===== src/rtl/udp_tx_scheduler_if.sv =====
// Channel-side and sender-side signals of the UDP TX scheduler.
// master = scheduler, slave = channel buffers / udp_sender / MAC.
`timescale 1ns/1ps
interface udp_tx_scheduler_if #(
    parameter int N_CH = 4
);
    logic [N_CH-1:0]      req;
    logic [16*N_CH-1:0]   len_in;
    logic [31:0]          time_in;
    logic                 tx_rdy;
    logic                 snd_end_tx;
    logic                 snd_en;
    logic [7:0]           snd_channel;
    logic [15:0]          snd_mem_length;
    logic [31:0]          snd_time_buf;
    logic [2:0]           mem_sel;
    logic [N_CH-1:0]      ack;
    logic                 err;
    logic                 busy;
    logic [15:0]          frame_cnt;

    modport master (
        input  req, len_in, time_in, tx_rdy, snd_end_tx,
        output snd_en, snd_channel, snd_mem_length, snd_time_buf,
        output mem_sel, ack, err, busy, frame_cnt
    );

    modport slave (
        output req, len_in, time_in, tx_rdy, snd_end_tx,
        input  snd_en, snd_channel, snd_mem_length, snd_time_buf,
        input  mem_sel, ack, err, busy, frame_cnt
    );
endinterface


===== src/rtl/udp_tx_scheduler.sv =====
// Round-robin scheduler sharing one udp_sender between N_CH channels,
// with length checks, inter-frame gap and a SEND watchdog.
`timescale 1ns/1ps
module udp_tx_scheduler #(
    parameter int N_CH    = 4,
    parameter int CH_BASE = 0,
    parameter int MAX_LEN = 1024,
    parameter int GAP     = 16,
    parameter int TIMEOUT = 8192
) (
    input  logic              clk,
    input  logic              rst_n,
    udp_tx_scheduler_if.master bus
);
    localparam int CW = ($clog2(TIMEOUT) > 14) ? $clog2(TIMEOUT) : 14;

    typedef enum logic [2:0] {
        S_IDLE, S_LOAD, S_SEND, S_GAP, S_REJ
    } state_t;

    state_t         state, state_n;
    logic [CW-1:0]  cnt;
    logic [2:0]     rr_ptr;
    logic [2:0]     win;
    logic [3:0]     idx;
    logic           found;
    logic [7:0]     req8;
    logic [127:0]   len8;
    logic [15:0]    lens [8];
    logic [15:0]    win_len;
    logic           bad_len;
    logic           grant;
    logic           done;
    logic           abort;

    function automatic logic [N_CH-1:0] onehot(input logic [2:0] i);
        logic [7:0] v;
        v = 8'd1 << i;
        return N_CH'(v);
    endfunction

    assign req8 = 8'(bus.req);
    assign len8 = 128'(bus.len_in);

    // Search starts one past the last granted channel.
    always_comb begin
        found = 1'b0;
        win   = '0;
        idx   = '0;
        for (int i = 0; i < 8; i++) begin
            lens[i] = len8[16*i +: 16];
        end
        for (int i = 0; i < N_CH; i++) begin
            idx = {1'b0, rr_ptr} + 4'(i);
            if (idx >= 4'(N_CH)) begin
                idx = idx - 4'(N_CH);
            end
            if (!found && req8[idx[2:0]]) begin
                found = 1'b1;
                win   = idx[2:0];
            end
        end
        win_len = lens[win];
        bad_len = (win_len == 16'd0) ||
                  (win_len[1:0] != 2'd0) ||
                  (32'(win_len) > MAX_LEN);
    end

    always_comb begin
        state_n = state;
        grant   = 1'b0;
        done    = 1'b0;
        abort   = 1'b0;
        unique case (state)
            S_IDLE: begin
                if (bus.tx_rdy && found) begin
                    grant   = 1'b1;
                    state_n = bad_len ? S_REJ : S_LOAD;
                end
            end
            S_LOAD: begin
                if (cnt == CW'(2)) begin
                    state_n = S_SEND;
                end
            end
            S_SEND: begin
                if (bus.snd_end_tx) begin
                    done    = 1'b1;
                    state_n = S_GAP;
                end else if (cnt == CW'(TIMEOUT - 1)) begin
                    abort   = 1'b1;
                    state_n = S_GAP;
                end
            end
            S_GAP: begin
                if (cnt == CW'(GAP - 1)) begin
                    state_n = S_IDLE;
                end
            end
            S_REJ: state_n = S_IDLE;
            default: state_n = S_IDLE;
        endcase
    end

    // Outputs are registered from the next state, so the sender
    // sees snd_en low exactly while the scheduler is in SEND.
    always_ff @(posedge clk) begin
        if (!rst_n) begin
            state              <= S_IDLE;
            cnt                <= '0;
            rr_ptr             <= '0;
            bus.snd_en         <= 1'b1;
            bus.busy           <= 1'b0;
            bus.ack            <= '0;
            bus.err            <= 1'b0;
            bus.frame_cnt      <= '0;
            bus.mem_sel        <= '0;
            bus.snd_channel    <= 8'(CH_BASE);
            bus.snd_mem_length <= '0;
            bus.snd_time_buf   <= '0;
        end else begin
            state      <= state_n;
            cnt        <= (state_n != state) ? '0 : cnt + 1'b1;
            bus.snd_en <= (state_n != S_SEND);
            bus.busy   <= (state_n != S_IDLE);
            bus.ack    <= '0;
            bus.err    <= 1'b0;
            if (grant) begin
                bus.mem_sel        <= win;
                bus.snd_channel    <= 8'(CH_BASE) + {5'd0, win};
                bus.snd_mem_length <= win_len;
                bus.snd_time_buf   <= bus.time_in;
                rr_ptr <= (win == 3'(N_CH - 1)) ? 3'd0 : win + 3'd1;
            end
            if (grant && bad_len) begin
                bus.ack <= onehot(win);
                bus.err <= 1'b1;
            end
            if (done || abort) begin
                bus.ack <= onehot(bus.mem_sel);
                bus.err <= abort;
            end
            if (done) begin
                bus.frame_cnt <= bus.frame_cnt + 16'd1;
            end
        end
    end
endmodule


===== src/flat_wrapper.sv =====
// flat-port wrapper written by rule: the top's interface ports become plain ports
module udp_tx_scheduler_flat 
#(
    parameter int N_CH    = 4,
    parameter int CH_BASE = 0,
    parameter int MAX_LEN = 1024,
    parameter int GAP     = 16,
    parameter int TIMEOUT = 8192
)
  (clk, rst_n, bus_req, bus_len_in, bus_time_in, bus_tx_rdy, bus_snd_end_tx, bus_snd_en, bus_snd_channel, bus_snd_mem_length, bus_snd_time_buf, bus_mem_sel, bus_ack, bus_err, bus_busy, bus_frame_cnt);
  udp_tx_scheduler_if #(.N_CH(N_CH)) bus_i ();
  input  logic clk;
  input  logic rst_n;
  input wire logic [$bits(bus_i.req)-1:0] bus_req;
  input wire logic [$bits(bus_i.len_in)-1:0] bus_len_in;
  input wire logic [$bits(bus_i.time_in)-1:0] bus_time_in;
  input wire logic [$bits(bus_i.tx_rdy)-1:0] bus_tx_rdy;
  input wire logic [$bits(bus_i.snd_end_tx)-1:0] bus_snd_end_tx;
  output wire logic [$bits(bus_i.snd_en)-1:0] bus_snd_en;
  output wire logic [$bits(bus_i.snd_channel)-1:0] bus_snd_channel;
  output wire logic [$bits(bus_i.snd_mem_length)-1:0] bus_snd_mem_length;
  output wire logic [$bits(bus_i.snd_time_buf)-1:0] bus_snd_time_buf;
  output wire logic [$bits(bus_i.mem_sel)-1:0] bus_mem_sel;
  output wire logic [$bits(bus_i.ack)-1:0] bus_ack;
  output wire logic [$bits(bus_i.err)-1:0] bus_err;
  output wire logic [$bits(bus_i.busy)-1:0] bus_busy;
  output wire logic [$bits(bus_i.frame_cnt)-1:0] bus_frame_cnt;
  assign bus_i.req = bus_req;
  assign bus_i.len_in = bus_len_in;
  assign bus_i.time_in = bus_time_in;
  assign bus_i.tx_rdy = bus_tx_rdy;
  assign bus_i.snd_end_tx = bus_snd_end_tx;
  assign bus_snd_en = bus_i.snd_en;
  assign bus_snd_channel = bus_i.snd_channel;
  assign bus_snd_mem_length = bus_i.snd_mem_length;
  assign bus_snd_time_buf = bus_i.snd_time_buf;
  assign bus_mem_sel = bus_i.mem_sel;
  assign bus_ack = bus_i.ack;
  assign bus_err = bus_i.err;
  assign bus_busy = bus_i.busy;
  assign bus_frame_cnt = bus_i.frame_cnt;
  udp_tx_scheduler #(.N_CH(N_CH), .CH_BASE(CH_BASE), .MAX_LEN(MAX_LEN), .GAP(GAP), .TIMEOUT(TIMEOUT)) u_core (.clk(clk), .rst_n(rst_n), .bus(bus_i));
endmodule

===== config.mk =====
export PLATFORM = sky130hd
export DESIGN_NAME = udp_tx_scheduler_flat
export DESIGN_NICKNAME = d
export VERILOG_FILES = /design/src/rtl/udp_tx_scheduler_if.sv /design/src/rtl/udp_tx_scheduler.sv /design/src/flat_wrapper.sv
export SDC_FILE = /design/constraint.sdc
export NUM_CORES = 1
export LEC_CHECK = 0
export ABC_CLOCK_PERIOD_IN_PS = 5400
export CELL_PAD_IN_SITES_DETAIL_PLACEMENT = 1
export CELL_PAD_IN_SITES_GLOBAL_PLACEMENT = 2
export CORE_MARGIN = 2
export CORE_UTILIZATION = 24
export CTS_CLUSTER_DIAMETER = 80
export DETAILED_ROUTE_END_ITERATION = 6
export PLACE_DENSITY_LB_ADDON = 0.25
export SLEW_MARGIN = 30
export SYNTH_ARGS = -nofsm -noshare
export SYNTH_HDL_FRONTEND = slang
export SYNTH_SLANG_ARGS = --single-unit

===== constraint.sdc =====
create_clock -name clk -period 5.4 [get_ports clk]
set_input_delay 1.62 -clock clk [delete_from_list [all_inputs] [get_ports clk]]
set_output_delay 1.62 -clock clk [all_outputs]
set_load 0.01 [all_outputs]

==> results.md, run 1 <==
- Main synth FF type: dfxtp_1
- Final hold vios: 0
- Postcts setup bufs: 0
- R2R setup slack: 0.80 ns
- DRT Wirelength: approximately 16 mm
- Top cells by count, synth: nand2_1, dfxtp_1, a21oi_1
- Depth of the worst register-to-register path: 13
- Crit path DAT: 5.26 ns
- Diodes inserted: 0
- Normalized max-slew margin: between 50% and 60%
- Via-to-Cell Ratio: 4.64
- Slowest CP cell: mux4_2
- CTS buffer count: 9
- Hold Path Stages: 2
- DRT antenna net count: 0
- Std-Cell Rows: 51
- Post-Syn Instances: 583
- Clk slew on worst S/H paths: 0.06 ns
- Peak VDD IR: 0.000164 V
- Worst Clk Skew: 0.00775 ns
- Grt total ovfl: 0
- Internal power: 1.62 mW
- Outcome: complete, no violations
- Top-count cell post-synth: nand2_1
- Later-pin clock latency in the skew report: about 0.34 ns
- Most frequent CP cell: mux2i_1
- WP buf/inv: 2
- # H-tree levels: 3
- Die Width: between 100 and 150 um
- Nets: roughly 850
- CP delay by family, top: simple AND/OR/NAND/NOR gates
- DR pass1 iterations: 4
- Layout area overhead: 47.6%
- Leakage: 2.59 nW
- Sw Share: 37.3%
- Net Switching: 0.967 mW
- # clock sinks: 94
- Synth area leader: dfxtp_1
- Fin crit period: 4.98 ns
- MaxCap Viol Count: 0
- Starting Density: 24.4%
- Cell Area, Synth: around 0.0047 mm2
- Die area: 0.0209 mm2
- Drc violations: 0
- Fin crit share: 92.3%
- Syn avg cell area: 8.14 um2
- Synth area leaders: dfxtp_1, nand2_1, o211ai_1, a21oi_1, mux2i_1
- Yosys reg bits: 94
- All-layer global routing usage: around 15%
- Power Density: 370 mW/mm2
- Ports: 186
- Cell variety after synth: 56
- Max stage delay on crit path: between 0.5 and 0.6 ns
- HP Class: reg -> reg
- CORE AREA: 0.0195 mm2
- DRT iter0 DRCs: 148
- Post-route core utilization: between 30% and 40%
- Pin count of the biggest net entering global routing: 41
- Clk buf depth: 2
- HPWL Detailed: 12.4 mm
- Cells after DPL: 993
- R2R Path End: u_core.bus.ack[2]
- Vias in the first global route: 4713
- CTS root buffer: clkbuf_16
- Fillers: 2315
- Clock power share: between 20% and 30%
- RSZ-0062 raised after global routing: no
- WL per Instance: approximately 16 um
- Setup CP Type: in -> reg
- WP data required: 5.68 ns
- Syn. warnings: 0
- Comb power frac: 43.8%
- FMAX: ~0.2 GHz
- Startpoint Class: input pin
- Slew of the pin with the lowest slew margin: 0.713 ns
- Share of synthesized flip-flops with an asynchronous set or reset: 0%
- Fin. max-slew vios: 0
- Sequential Power Share: about 33%
- Hold_sp: u_core.bus.snd_time_buf[12]
- Vias: 4682
- PortBufs: 180
- TNS Setup: 0 ns
- Placer congestion estimate: 0.840
- Cts hold-fix bufs: 0
- EDFF count, synth: 0
- Setup-failing EPs final: 0
- CP Cell Sequence: clkdlybuf4s50_1, mux4_2, o41ai_2, and3_1, o21a_1, buf_12, mux2i_1, mux2i_1, or3_1, o211a_1, nor4_4, a32o_1
- CTS tree: yes
- Worst r2r src: u_core.rr_ptr[0]
- Post-synthesis sequential area ratio: 39.7%
- Largest fanout on the critical path: 36
- Fraction of layout cells with a size suffix above 1: 4.84%
- Layout Cells excl Fill: between 1000 and 1500
- Hold Path Sink: u_core.bus.snd_time_buf[12]
- Initial antenna violation count: 0
- Die height: 145 um
- CTS resizes: 0
- Crit. End Element: flop
- First-pass GRT wire length: 25.0 mm
- Synth top area share: 39.7%
## area by class of cell
class                           count  area [um2]  share of cell area (%)
Multi-Input combinational cell    416        2530                    36.1
Sequential cell                    94        1880                    26.9
Tap cell                          265         332                    4.73
Clock buffer                       10         229                    3.27
Inverter                           30         113                    1.61
Clock inverter                      6        46.3                   0.661
Timing Repair Buffer              188        1870                    26.8
## worst max path at each step
stage / from / endpoint / slack [ns] / cells past startpoint
final: bus_req[2] / u_core.bus.ack[2] / 0.42 / 12
after CTS: bus_req[2] / u_core.bus.ack[2] / 0.45 / 12
after detailed placement: bus_req[2] / u_core.bus.ack[2] / 0.09 / 12
after global routing: bus_req[2] / u_core.bus.ack[2] / 0.23 / 12
after floorplan: bus_req[3] / u_core.bus.ack[2] / 1.0 / 12
after global placement: bus_req[2] / u_core.bus.ack[2] / 0.26 / 12
## registers in the layout, indices dropped and copies added (netlist names)
name / cells
u_core.bus.mem_sel: 3
u_core.bus.snd_mem_length: 16
u_core.bus.ack: 4
u_core.rr_ptr: 3
u_core.bus.frame_cnt: 16
u_core.bus.err: 1
u_core.state: 3
u_core.bus.snd_en: 1
u_core.bus.snd_time_buf: 32
u_core.cnt: 14
u_core.bus.busy: 1
## kinds of logic after synthesis
| group | Yosys count | synth area share (%) |
|---|---|---|
| other | 1 | 0.0790 |
| DFF | 94 | 39.7 |
| and+or+nand+nor | 219 | 20.6 |
| muxes | 27 | 6.27 |
| adders and majority gates | 9 | 2.37 |
| buffers and inverters | 77 | 7.75 |
| AOI/OAI and AO/OA | 129 | 18.2 |
| xor gates and xnor gates | 27 | 4.98 |
## worst min-delay path, stage by stage, from the launching register on
cell and delay, ns:
dfxtp_1 0.31, nand2_1 0.05, a21oi_1 0.05
## metrics by stage
| stage | setup slack (ns) | total power [mW] | instance area (um2) | hold slack (ns) |
|---|---|---|---|---|
| 2_1_floorplan | 0.997 | 1.58 | 4760 | 0.430 |
| 3_3_place_gp | 0.264 | 1.97 | 6730 | 0.441 |
| 3_5_place_dp | 0.0874 | 2.01 | 6730 | 0.447 |
| 4_1_cts | 0.450 | 2.63 | 7010 | 0.456 |
| 5_1_grt | 0.229 | 2.77 | 7010 | 0.467 |
| 6_report | 0.416 | 2.59 | 7010 | 0.453 |
## cell usage in the layout, fill, tap and decap left out, types with 2 or more instances in the layout
cell type / n
mux2_2: 2
clkbuf_16: 9
xnor2_1: 9
a32o_1: 2
o21ai_0: 6
nand3_1: 21
clkinvlp_4: 2
a22oi_1: 5
buf_4: 7
and3_1: 10
a31oi_1: 2
a21o_1: 2
mux4_2: 2
xor2_1: 18
ha_1: 9
nand3b_1: 2
and2_1: 3
inv_2: 2
inv_1: 28
and4_1: 3
inv_6: 2
a211oi_1: 2
nand2_1: 109
or3_1: 3
or4_1: 2
o211ai_1: 41
dfxtp_1: 94
nor3_1: 3
nand4_1: 6
mux2i_1: 23
nand2b_1: 2
nor2_1: 49
clkdlybuf4s50_1: 180
a21oi_1: 52
o211a_1: 5
conb_1: 5
## per-layer routing
layer | vias to the layer above | track usage [%] | routed length [um]
li1 | 2317 | - | -
met4 | 0 | 4.50 | 285
met5 | - | 0 | 0
met2 | 107 | 27.0 | 7940
met1 | 2239 | 18.9 | 7370
met3 | 19 | 3.28 | 726
## power groups by stage
stage	registers [mW]	clock network, mW	logic (mW)
2_1_floorplan	0.886	0	0.693
3_3_place_gp	0.867	0	1.11
3_5_place_dp	0.872	0	1.14
4_1_cts	0.856	0.630	1.14
5_1_grt	0.868	0.655	1.25
6_report	0.854	0.601	1.13
Power figures use the tool's default switching activity.
==> inputs of run 2 (changes only) <==
--- a/constraint.sdc
+++ b/constraint.sdc
@@ -3,2 +3,2 @@
 set_output_delay 1.62 -clock clk [all_outputs]
-set_load 0.01 [all_outputs]
+set_load 0.005 [all_outputs]
==> results of run 2 <==
The final DEF is identical to that of run 1. Status: complete, no violations.
Main changes from that run: total power 2.59 mW -> 2.55 mW; worst IR drop on VDD 0.000164 V -> 0.000163 V
